===== config.mk =====
export PLATFORM = sky130hd
export DESIGN_NAME = gold_silver_tagger
export DESIGN_NICKNAME = d
export VERILOG_FILES = /design/src/rtl/gold_silver_tagger.sv
export SDC_FILE = /design/constraint.sdc
export NUM_CORES = 1
export LEC_CHECK = 0
export BUFFER_PORTS_ARGS = -buffer_cell sky130_fd_sc_hd__clkbuf_2
export CORE_ASPECT_RATIO = 1.75
export CORE_MARGIN = 4
export CORE_UTILIZATION = 38
export CTS_BUF_LIST = sky130_fd_sc_hd__clkbuf_4 sky130_fd_sc_hd__clkbuf_8 sky130_fd_sc_hd__clkbuf_16
export DETAILED_ROUTE_END_ITERATION = 10
export SYNTH_ARGS = -nofsm -noshare
export SYNTH_HDL_FRONTEND = slang
export SYNTH_SLANG_ARGS = --single-unit

===== constraint.sdc =====
create_clock -name clk -period 3.15 [get_ports clk]
set_clock_uncertainty 0.15 [all_clocks]
set_input_delay 0.1575 -clock clk [delete_from_list [all_inputs] [get_ports clk]]
set_output_delay 0.1575 -clock clk [all_outputs]
set_load 0.01 [all_outputs]

===== src/rtl/gold_silver_tagger.sv =====
// Tags each router input with gold, silver and random tie-break bits for the MinBD arbiters.
// Latency 1 cycle; no backpressure, en=0 freezes the output registers while epoch/LFSR keep running.
module gold_silver_tagger #(
  parameter int          NUM_PORT    = 4,
  parameter int          WIDTH_NODE  = 4,
  parameter int          NUM_NODE    = 16,
  parameter int          WIDTH_PKTID = 3,
  parameter int          GOLD_EPOCH  = 64,
  parameter logic [15:0] LFSR_SEED   = 16'hACE1
) (
  input  logic                            clk,
  input  logic                            reset,
  input  logic                            en,
  input  logic [NUM_PORT-1:0]             in_vld,
  input  logic [NUM_PORT*WIDTH_NODE-1:0]  in_src,
  input  logic [NUM_PORT*WIDTH_PKTID-1:0] in_pkt,
  output logic [NUM_PORT-1:0]             out_vld,
  output logic [NUM_PORT-1:0]             out_gold,
  output logic [NUM_PORT-1:0]             out_silver,
  output logic [NUM_PORT-1:0]             rand_num,
  output logic [WIDTH_NODE-1:0]           gold_src,
  output logic [WIDTH_PKTID-1:0]          gold_pkt
);

  localparam int PORT_W  = $clog2(NUM_PORT);
  localparam int EPOCH_W = $clog2(GOLD_EPOCH);
  localparam logic [15:0]            SEED       = (LFSR_SEED == 16'h0000) ? 16'h0001 : LFSR_SEED;
  localparam logic [EPOCH_W-1:0]     EPOCH_LAST = EPOCH_W'(GOLD_EPOCH - 1);
  localparam logic [WIDTH_NODE-1:0]  NODE_LAST  = WIDTH_NODE'(NUM_NODE - 1);

  logic [EPOCH_W-1:0]  epoch_cnt;
  logic [15:0]         lfsr;
  logic                lfsr_fb;
  logic [NUM_PORT-1:0] gold_c;
  logic [NUM_PORT-1:0] elig;
  logic [NUM_PORT-1:0] silver_c;
  logic [NUM_PORT-1:0] rand_c;
  logic [PORT_W-1:0]   start_idx;

  // Taps 16,14,13,11 in right-shift form; a nonzero seed can never reach 0.
  assign lfsr_fb = lfsr[0] ^ lfsr[2] ^ lfsr[3] ^ lfsr[5];

  always_ff @(posedge clk or posedge reset) begin
    if (reset) begin
      epoch_cnt <= '0;
      gold_src  <= '0;
      gold_pkt  <= '0;
      lfsr      <= SEED;
    end else begin
      lfsr <= {lfsr_fb, lfsr[15:1]};
      if (epoch_cnt == EPOCH_LAST) begin
        epoch_cnt <= '0;
        gold_pkt  <= gold_pkt + WIDTH_PKTID'(1);
        if (&gold_pkt) begin
          gold_src <= (gold_src == NODE_LAST) ? '0 : gold_src + WIDTH_NODE'(1);
        end
      end else begin
        epoch_cnt <= epoch_cnt + EPOCH_W'(1);
      end
    end
  end

  always_comb begin
    gold_c = '0;
    for (int i = 0; i < NUM_PORT; i++) begin
      gold_c[i] = in_vld[i]
                && (in_src[i*WIDTH_NODE +: WIDTH_NODE] == gold_src)
                && (in_pkt[i*WIDTH_PKTID +: WIDTH_PKTID] == gold_pkt);
    end
  end

  assign elig      = in_vld & ~gold_c;
  assign start_idx = lfsr[PORT_W-1:0];
  assign rand_c    = lfsr[NUM_PORT+3:4];

  // Round-robin style scan starting at a random port; index wraps naturally (power-of-2 ports).
  always_comb begin
    logic              found;
    logic [PORT_W-1:0] idx;
    silver_c = '0;
    found    = 1'b0;
    idx      = '0;
    for (int k = 0; k < NUM_PORT; k++) begin
      idx = start_idx + PORT_W'(k);
      if (!found && elig[idx]) begin
        silver_c[idx] = 1'b1;
        found         = 1'b1;
      end
    end
  end

  always_ff @(posedge clk or posedge reset) begin
    if (reset) begin
      out_vld    <= '0;
      out_gold   <= '0;
      out_silver <= '0;
      rand_num   <= '0;
    end else if (en) begin
      out_vld    <= in_vld;
      out_gold   <= gold_c;
      out_silver <= silver_c;
      rand_num   <= rand_c;
    end
  end

endmodule


==> flow_summary_export.csv, run 1 <==
group,metric,value,unit
outcome,status,"finished, final reports clean",
critical_path,startpoint,"gold_pkt[0]",
detailed_routing,wirelength,5640,um
timing,fmax,383,MHz
critical_path,timing.rr.start,"gold_pkt[0]",
critical_path,critPathCaptureType,"flip-flop",
timing,worst_slew_pin_slew,0.564,ns
pwr,cellLeakagePower,0.00135,uW
final_layout,multi_input_area,1200,um2
logic_synthesis,seq_area_frac_synth,0.457,
pwr,combPwrFrac,0.116,
logic_synthesis,yosys_register_bits,45,
floorplanning,core,6280,um2
placement,io_buffers,57,
pwr,p_sw,281,uW
logic_synthesis,async_flop_share,1.00,
grt,grt_pass1_wl,9340,um
floorplanning,io_pins,58,
critical_path,r2r_slack,0.54,ns
pwr,vdd_drop_max,0.175,mV
detailed_routing,drt.antenna.violating_nets,0,
critical_path,cp_max_fo,8,
logic_synthesis,synthDistinctLibCells,46,
placement,routabilityCongestion,0.914,
detailed_routing,via_per_inst,5.19,
flow_run,maxCapViolations,0,
logic_synthesis,syn-instance-count,223,
placement,dp_hpwl,4340,um
clocking,cts_sinks,45,
clocking,post_cts_buffers,0,
detailed_routing,drc,0,
detailed_routing,routed-via-count,1875,
grt,grt_pass1_vias,1920,
timing,holdWs,0.0939,ns
grt,grt_usage,0.150,
timing,period_minus_slack,2.61,ns
final_layout,final_cells,361,
critical_path,critical_path_arrival,2.64,ns
floorplanning,initial_utilization,0.396,
final_layout,final_area,2930,um2
final_layout,final_nets,322,
clocking,clockRootBuffer,"clkbuf_8",
pwr,p_total,1090,uW
clocking,cts.repair.resized,0,
logic_synthesis,yosysTopAreaCell,"dfrtp_1",
detailed_routing,wire_per_inst,15.6,um
floorplanning,die-area,7960,um2
grt,grt_max_degree,37,
final_layout,n_antenna_cell,0,
grt,antenna_found_initial,0,
timing,slew_headroom,0.624,
clocking,clock_latency,0.31,ns
clocking,cts.clk_slew.worst_paths,0.09,ns
detailed_routing,dr.first_iter.drc_count,106,
timing,tns,0,ns
critical_path,start_kind,"flip-flop",
logic_synthesis,synth_flop_cell,"dfrtp_1",
hold_path,holdCritPathClass,"in -> reg",
timing,maxSlewViolCount,0,
final_layout,area.growth.synth_to_final,18.0,%
timing,setup_viol,0,
critical_path,path_class,"reg -> reg",
floorplanning,die_h,115,um
floorplanning,num_rows,38,
pwr,power_density,372,nW/um2
pwr,p_int,809,uW
critical_path,crit_required,3.17,ns
detailed_routing,first_pass_iters,4,
logic_synthesis,synth_edf_count,0,
logic_synthesis,synth_nets,265,
logic_synthesis,synth-warning-count,0,
logic_synthesis,avgSynthCellArea,11.2,um2
clocking,cts_tree,"yes",
logic_synthesis,synth_area_leaders,"dfrtp_1 (37%), dfstp_2 (8.5%), xor2_1 (8.1%)",
clocking,clock_path_buffers,2,
pwr,pwr-share-clk,0.340,
clocking,htree_levels,2,
logic_synthesis,synth_commonest_cells,"dfrtp_1 (37), xor2_1 (23), inv_1 (16)",
timing,fin_crit_sh,0.830,
clocking,cts_hold_buf,5,
critical_path,reg2reg_depth,7,
logic_synthesis,synth_area,2490,um2
final_layout,regArea,1140,um2
critical_path,r2r_end,"out_silver[0]",
placement,placed_area,2790,um2
logic_synthesis,synth_most_common_cell,"dfrtp_1",
pwr,p_sw_frac,0.258,
timing,rsz0062_at_grt,"false",
clocking,cts_buffers,5,
critical_path,cp-endpoint,"out_silver[0]",
final_layout,drive_gt1_frac,0.331,
grt,grt_overflow,0,
pwr,seq_power_share,0.544,
hold_path,min-delay-start,"in_pkt[8]",
hold_path,hold-path-cell-count,4,
placement,dp.cells,348,
final_layout,n_fill_cell,626,
logic_synthesis,synth_top_cell_area_share,0.372,
timing,hold_viol_final,0,
floorplanning,fp.dieW,69.2,um
-- how the worst min path moves through the flow --
stage                         endpoint  slack, ns
after global routing       out_gold[2]       0.11
after CTS                  out_gold[2]       0.08
after floorplan             out_vld[2]       0.15
after detailed placement      lfsr[12]      -0.08
final                      out_gold[2]       0.09
after global placement    epoch_cnt[5]      -0.08
-- per-stage QoR --
step | util | worst slack [ns]
after detailed placement | 0.445 | 0.519
after global routing | 0.468 | 0.322
after CTS | 0.468 | 0.500
after global placement | 0.445 | 0.539
final | 0.468 | 0.536
after floorplan | - | 0.519
-- routing by layer --
| metal | vias to the layer above | GRT usage | part of all wire |
|---|---|---|---|
| met1 | 910 | 0.162 | 0.38 |
| met3 | 14 | 0.0297 | 0.045 |
| met4 | 0 | 0.0978 | 0.038 |
| met2 | 59 | 0.266 | 0.53 |
| met5 | - | 0 | 0 |
| li1 | 892 | - | - |
-- logic make-up (layout without fill, tap and decap cells) --
kind of cell,count (synthesis),after routing,synth area share
DFF,45,45,0.457
muxes,10,10,0.0488
and+or+nand+nor,45,45,0.105
adders and majority gates,7,7,0.0352
buffers and inverters,29,87,0.0589
AOI/OAI and AO/OA,50,50,0.162
xor gates and xnor gates,37,37,0.133
-- cells in the final DEF, fill, tap and decap left out, drive strengths merged, types with 2 or more instances in the layout --
cell,n
o221ai,4
clkbuf,63
a21boi,6
clkinv,2
dfstp,8
xnor2,13
and3,2
nand2,12
nor2,10
a31o,4
ha,7
o2111ai,8
mux2i,2
dlygate4sd3,5
xor2,24
a2111oi,2
nor3,3
mux2,7
nand3,7
o22ai,4
o21ai,12
a21oi,3
a31oi,2
nand4,2
nor3b,2
inv,16
dfrtp,37
nor4,3
-- critical path, cell delays in order (launching register included) --
cell and delay [ns]:
dfrtp_1 0.51, xor2_1 0.22, nor4_2 0.39, a21boi_2 0.19
mux4_2 0.56, a21boi_1 0.18, a31o_1 0.16, o221ai_1 0.10
-- sequential cells by signal, summed over array words and instances (netlist names) --
register / flops
lfsr: 16
epoch_cnt: 6
gold_src: 4
out_gold: 4
out_silver: 4
out_vld: 4
rand_num: 4
gold_pkt: 3
-- layout make-up --
cell class | instances | area share
Clock inverter | 2 | 0.00469
Multi-Input combinational cell | 149 | 0.411
Inverter | 16 | 0.0205
Clock buffer | 6 | 0.0260
Timing Repair Buffer | 63 | 0.117
Sequential cell | 45 | 0.387
Tap cell | 80 | 0.0341
-- power groups by stage --
stage / clock (uW) / sequential (uW) / combinational (uW)
5_1_grt: 411 / 595 / 140
6_report: 371 / 593 / 127
4_1_cts: 391 / 593 / 129
2_1_floorplan: 0 / 608 / 67.5
3_5_place_dp: 0 / 604 / 123
3_3_place_gp: 0 / 604 / 123
(Power assumes the default switching activity.)
==> inputs of run 2 (changes only) <==
==> constraint.sdc (replaced) <==
create_clock -name clk -period 2.41 [get_ports clk]
set_clock_uncertainty 0.15 [all_clocks]
set_input_delay 0.1205 -clock clk [delete_from_list [all_inputs] [get_ports clk]]
set_output_delay 0.1205 -clock clk [all_outputs]
set_load 0.01 [all_outputs]
==> run 2 against run 1 <==
Compared with the run above:
- the run now ends with negative setup slack left
- die area unchanged
- first-iteration DRC count decreased by 34%
- sequential cell count unchanged
- worst hold slack got worse by 0.0011 ns
- power increased by 43%
- worst setup slack got worse by 0.60 ns
- count of clock-buffer cells in the layout decreased by 1
- sequential power increased by 31%
- clock power increased by 60%
- critical path type unchanged
- largest power group unchanged
- highest routed layer unchanged
==> flow_summary_export.csv, run 2 (synthesis gave the netlist of run 1 again) <==
group,metric,value,unit
outcome,status,"finished with violations",
outcome,violations,"negative setup slack",
timing,rsz0062_at_grt,"true",
final_layout,final_nets,362,
clocking,cts_tree,"yes",
grt,grt_overflow,0,
detailed_routing,dr.first_iter.drc_count,70,
grt,grt_max_degree,46,
critical_path,crit_chain,"xnor2_1, nand4_1, buf_4, o21a_1, mux4_2, a21boi_1, a31o_1, o221ai_1",
floorplanning,fp.dieW,69.2,um
critical_path,crit_buf_inv,1,
pwr,vdd_drop_max,0.364,mV
critical_path,slowest_stage,"mux4_2",
final_layout,largest_register_ffs,16,
floorplanning,initial_utilization,0.396,
timing,holdWs,0.0928,ns
critical_path,path_delay_family,"compound AO/OA/AOI/OAI gates",
flow_run,maxCapViolations,0,
detailed_routing,routed-via-count,2040,
timing,fin_crit_sh,1.03,
clocking,htree_levels,2,
final_layout,final_cell_mix,"clkbuf_2 (57), buf_4 (39), dfrtp_1 (33)",
hold_path,holdCritPathClass,"in -> reg",
critical_path,critPathCaptureType,"flip-flop",
grt,grt_pass1_wl,9710,um
final_layout,n_antenna_cell,0,
final_layout,regMostFlops,"lfsr",
critical_path,cp_max_fo,5,
timing,setup_viol,4,
clocking,clock_latency,0.30,ns
detailed_routing,first_pass_iters,4,
timing,worst_slew_pin_slew,0.558,ns
final_layout,reg.largest.list,"lfsr x16, epoch_cnt x6",
timing,period_minus_slack,2.48,ns
placement,io_buffers,57,
final_layout,n_fill_cell,608,
floorplanning,die_h,115,um
timing,fmax,403,MHz
timing,maxSlewViolCount,0,
clocking,cts_sinks,45,
critical_path,crit_required,2.44,ns
pwr,power_density,468,nW/um2
clocking,cts_buffers,5,
timing,hold_viol_final,0,
critical_path,critical_path_arrival,2.51,ns
clocking,clock_path_buffers,2,
detailed_routing,via_per_inst,5.09,
timing,slew_headroom,0.628,
critical_path,max_stage_delay,0.55,ns
placement,routabilityCongestion,0.881,
floorplanning,core,6280,um2
placement,dp_hpwl,4520,um
floorplanning,io_pins,58,
critical_path,path_class,"reg -> reg",
detailed_routing,wire_per_inst,14.6,um
grt,grt_usage,0.153,
pwr,p_total,1560,uW
pwr,cellLeakagePower,0.00158,uW
detailed_routing,wirelength,5840,um
detailed_routing,drt.antenna.violating_nets,0,
grt,antenna_found_initial,0,
clocking,cts.clk_slew.worst_paths,0.09,ns
final_layout,final_common_cell,"clkbuf_2",
floorplanning,num_rows,38,
timing,layout_setup_ws,-0.0687,ns
detailed_routing,drc,0,
floorplanning,die-area,7960,um2
final_layout,drive_gt1_frac,0.458,
grt,grt_pass1_vias,2099,
clocking,clockRootBuffer,"clkbuf_8",
final_layout,area.growth.synth_to_final,34.2,%
critical_path,start_kind,"flip-flop",
==> run 2: cell types whose count changed in the layout (fill, tap and decap cells not counted), moves of 2 or more <==
cell | previous run | this run
dfrtp_2 | 0 | 4
buf_6 | 0 | 2
dfrtp_1 | 37 | 33
a21boi_2 | 2 | 4
a21boi_1 | 4 | 1
buf_4 | 1 | 39
==> run 2: final cells by class <==
type | instances | area (um2) | share of cell area
Sequential cell | 45 | 1140 | 0.342
Clock buffer | 5 | 68.8 | 0.0206
Multi-Input combinational cell | 149 | 1270 | 0.379
Timing Repair Buffer | 103 | 651 | 0.195
Inverter | 16 | 60.1 | 0.0180
Clock inverter | 3 | 50.0 | 0.0150
Tap cell | 80 | 100 | 0.0300
==> run 2: timing repair <==
action                                  CTS  global route
endpoints found under the setup margin    4             4
pin swaps                                 7             4
hold endpoints to repair                 44             0
buffers inserted                          7             1
resized for setup                        11             8
hold buffers                              5             0
==> run 2: power by group <==
group | leakage, uW | internal [uW] | total (uW) | switching (uW)
Sequential | 0.000563 | 767 | 776 | 8.42
Combinational | 0.000959 | 92.7 | 192 | 99.0
Clock | 0.0000603 | 318 | 593 | 276
==> run 2: routing by layer <==
layer	GRT usage	routed length (um)
met5	0	0
met4	0.0665	159
met3	0.0332	301
met2	0.298	3290
met1	0.154	2090
==> run 2: through the flow <==
stage | instance area [um2] | setup TNS, ns | std cells | setup slack, ns | utilization
CTS | 3300 | -0.00308 | 400 | -0.00308 | 0.526
finish | 3340 | -0.155 | 401 | -0.0687 | 0.532
detailed placement | 3040 | -0.233 | 381 | -0.0622 | 0.485
floorplan | 2490 | 0 | 223 | 0.0247 | -
global placement | 3040 | -0.223 | 381 | -0.0595 | 0.485
global route | 3340 | -0.540 | 401 | -0.158 | 0.532
==> run 2: final timing paths <==
kind | slack [ns] | cells after the start | to | startpoint
max | -0.07 | 8 | out_silver[0] | gold_src[0]
min | 0.09 | 4 | out_gold[2] | in_src[9]
max reg2reg | -0.07 | 8 | out_silver[0] | gold_src[0]
min reg2reg | 0.21 | 0 | lfsr[10] | lfsr[11]
max in group asynchronous | 1.35 | 4 | gold_src[1] | reset
min in group asynchronous | 0.35 | 4 | lfsr[14] | reset
==> run 2: worst min-delay path: stages <==
cell,delay (ns)
clkbuf_2,0.09
xnor2_1,0.05
nand3_1,0.13
o32ai_1,0.11
==> inputs of run 3 (changes only) <==
==> constraint.sdc (replaced) <==
create_clock -name clk -period 2.41 [get_ports clk]
set_clock_uncertainty 0.15 [all_clocks]
set_input_delay 0.241 -clock clk [delete_from_list [all_inputs] [get_ports clk]]
set_output_delay 0.241 -clock clk [all_outputs]
set_load 0.01 [all_outputs]
==> run 3 against run 2 <==
Compared with the run above:
- the run now ends clean
- combinational power decreased by 7%
- count of clock-buffer cells in the layout increased by 1
- critical path depth decreased by 1
- power decreased by 6.6%
- via count decreased by 5.4%
- sequential power about the same
- core utilization decreased by 2.4 points
- highest routed layer unchanged
==> flow_summary_export.csv, run 3 (synthesis gave the netlist of run 1 again) <==
group,metric,value,unit
final_layout,multi_input_area,1240,um2
pwr,p_sw_frac,0.255,
pwr,power_density,458,nW/um2
final_layout,reg.largest.list,"lfsr x16, epoch_cnt x6",
final_layout,n_antenna_cell,0,
flow_run,maxCapViolations,0,
pwr,combPwrFrac,0.122,
hold_path,holdCritPathClass,"in -> reg",
timing,period_minus_slack,2.38,ns
clocking,cts_buffers,5,
floorplanning,die_h,115,um
timing,tns,0,ns
detailed_routing,drc,0,
grt,grt_pass1_wl,9690,um
grt,grt_overflow,0,
timing,holdWs,0.0355,ns
placement,io_buffers,57,
critical_path,crit_required,2.44,ns
placement,routabilityCongestion,0.846,
detailed_routing,routed-via-count,1929,
clocking,clockRootBuffer,"clkbuf_8",
timing,rsz0062_at_grt,"true",
clocking,clock_path_buffers,2,
detailed_routing,via_per_inst,4.98,
grt,antenna_found_initial,0,
timing,layout_setup_ws,0.0251,ns
placement,dp_hpwl,4500,um
floorplanning,num_rows,38,
floorplanning,die-area,7960,um2
critical_path,critical_path_arrival,2.41,ns
detailed_routing,first_pass_iters,4,
pwr,pwr-share-clk,0.346,
clocking,clock_latency,0.30,ns
timing,worst_slew_pin_slew,0.554,ns
timing,slew_headroom,0.631,
final_layout,area.growth.synth_to_final,28.0,%
timing,hold_viol_final,0,
final_layout,final_common_cell,"clkbuf_2",
clocking,htree_levels,2,
pwr,vdd_drop_max,0.243,mV
clocking,cts_tree,"yes",
final_layout,largest_register_ffs,16,
final_layout,final_nets,348,
grt,grt_usage,0.156,
placement,post-place-ws,-0.0407,ns
final_layout,final_cells,387,
timing,fin_crit_sh,0.990,
placement,dp.cells,375,
final_layout,n_fill_cell,599,
final_layout,final_area,3180,um2
pwr,p_sw,371,uW
grt,grt_max_degree,46,
floorplanning,initial_utilization,0.396,
pwr,seq_power_share,0.532,
detailed_routing,dr.first_iter.drc_count,90,
final_layout,regMostFlops,"lfsr",
critical_path,critPathCaptureType,"flip-flop",
detailed_routing,wire_per_inst,14.8,um
floorplanning,io_pins,58,
clocking,cts.clk_slew.worst_paths,0.09,ns
timing,setup_viol,0,
final_layout,regArea,1140,um2
timing,fmax,419,MHz
timing,maxSlewViolCount,0,
placement,placed_area,3010,um2
pwr,p_int,1090,uW
floorplanning,core,6280,um2
clocking,cts_sinks,45,
final_layout,final_cell_mix,"clkbuf_2 (57), dfrtp_1 (30), buf_4 (30)",
critical_path,path_class,"reg -> reg",
floorplanning,fp.dieW,69.2,um
detailed_routing,wirelength,5720,um
grt,grt_pass1_vias,1999,
outcome,status,"finished, final reports clean",
final_layout,drive_gt1_frac,0.446,
pwr,cellLeakagePower,0.00149,uW
detailed_routing,drt.antenna.violating_nets,0,
critical_path,start_kind,"flip-flop",
critical_path,cp_max_fo,6,
## run 3: cell count changes in the layout (fill, tap and decap cells not counted), moves of 2 or more
| cell | delta |
|---|---|
| dfrtp_2 | +3 |
| dfrtp_1 | -3 |
| dlygate4sd3_1 | -4 |
| buf_4 | -9 |
| a21boi_1 | +2 |
| buf_6 | -2 |
## run 3: per-layer routing
metal  wire length [um]  part of all wire  vias up  GRT usage
met1               2130              0.37      909      0.166
met3                297             0.052       12     0.0359
met4                193             0.034        0     0.0769
met2               3100              0.54       56      0.285
met5                  0                 0        -          0
li1                   -                 -      952          -
## run 3: cell type report
class | instances | area share
multi-input cells | 149 | 0.389
flip-flops and latches | 45 | 0.360
repair buffers | 89 | 0.170
well taps | 80 | 0.0314
clock buffers | 6 | 0.0259
inverters | 16 | 0.0189
clock inverters | 2 | 0.00511
## run 3: through the flow
step                utilization  total power [uW]
detailed placement        0.479               966
floorplan                     -               883
global route              0.507              1530
finish                    0.507              1460
global placement          0.479               965
CTS                       0.500              1480
## run 3: path summary, 6_finish.rpt
path | from | to | slack [ns] | cells past startpoint
worst min register to register | lfsr[11] | lfsr[10] | 0.21 | 0
min in group asynchronous | reset | rand_num[0] | 0.47 | 4
max in group asynchronous | reset | gold_src[1] | 1.24 | 4
worst min-delay path | in_vld[3] | out_vld[3] | 0.04 | 3
worst max register to register | gold_pkt[1] | out_silver[0] | 0.03 | 7
worst max-delay path | gold_pkt[1] | out_silver[0] | 0.03 | 7
## run 3: what timing repair did
action / 4_1_cts / 5_1_grt
setup buffers: 1 / 2
resized for setup: 8 / 6
setup endpoints to repair: 4 / 4
pin swaps: 4 / 5
endpoints found under the hold margin: 37 / 0
hold buffers: 1 / 0
cloned: 0 / 0
## run 3: power by group through the flow
stage	clock [uW]	combinational, uW	sequential [uW]
after detailed placement	0	175	790
after global routing	553	197	778
after global placement	0	175	790
after CTS	525	178	776
final	504	178	775
after floorplan	0	88.2	795
## run 3: critical path: stages (launching register included)
cell and delay [ns]:
dfrtp_2 0.47, xor2_2 0.18, nor4_4 0.38, a31oi_4 0.13, mux4_2 0.54, a21boi_1 0.15
a31o_1 0.16, o221ai_1 0.10
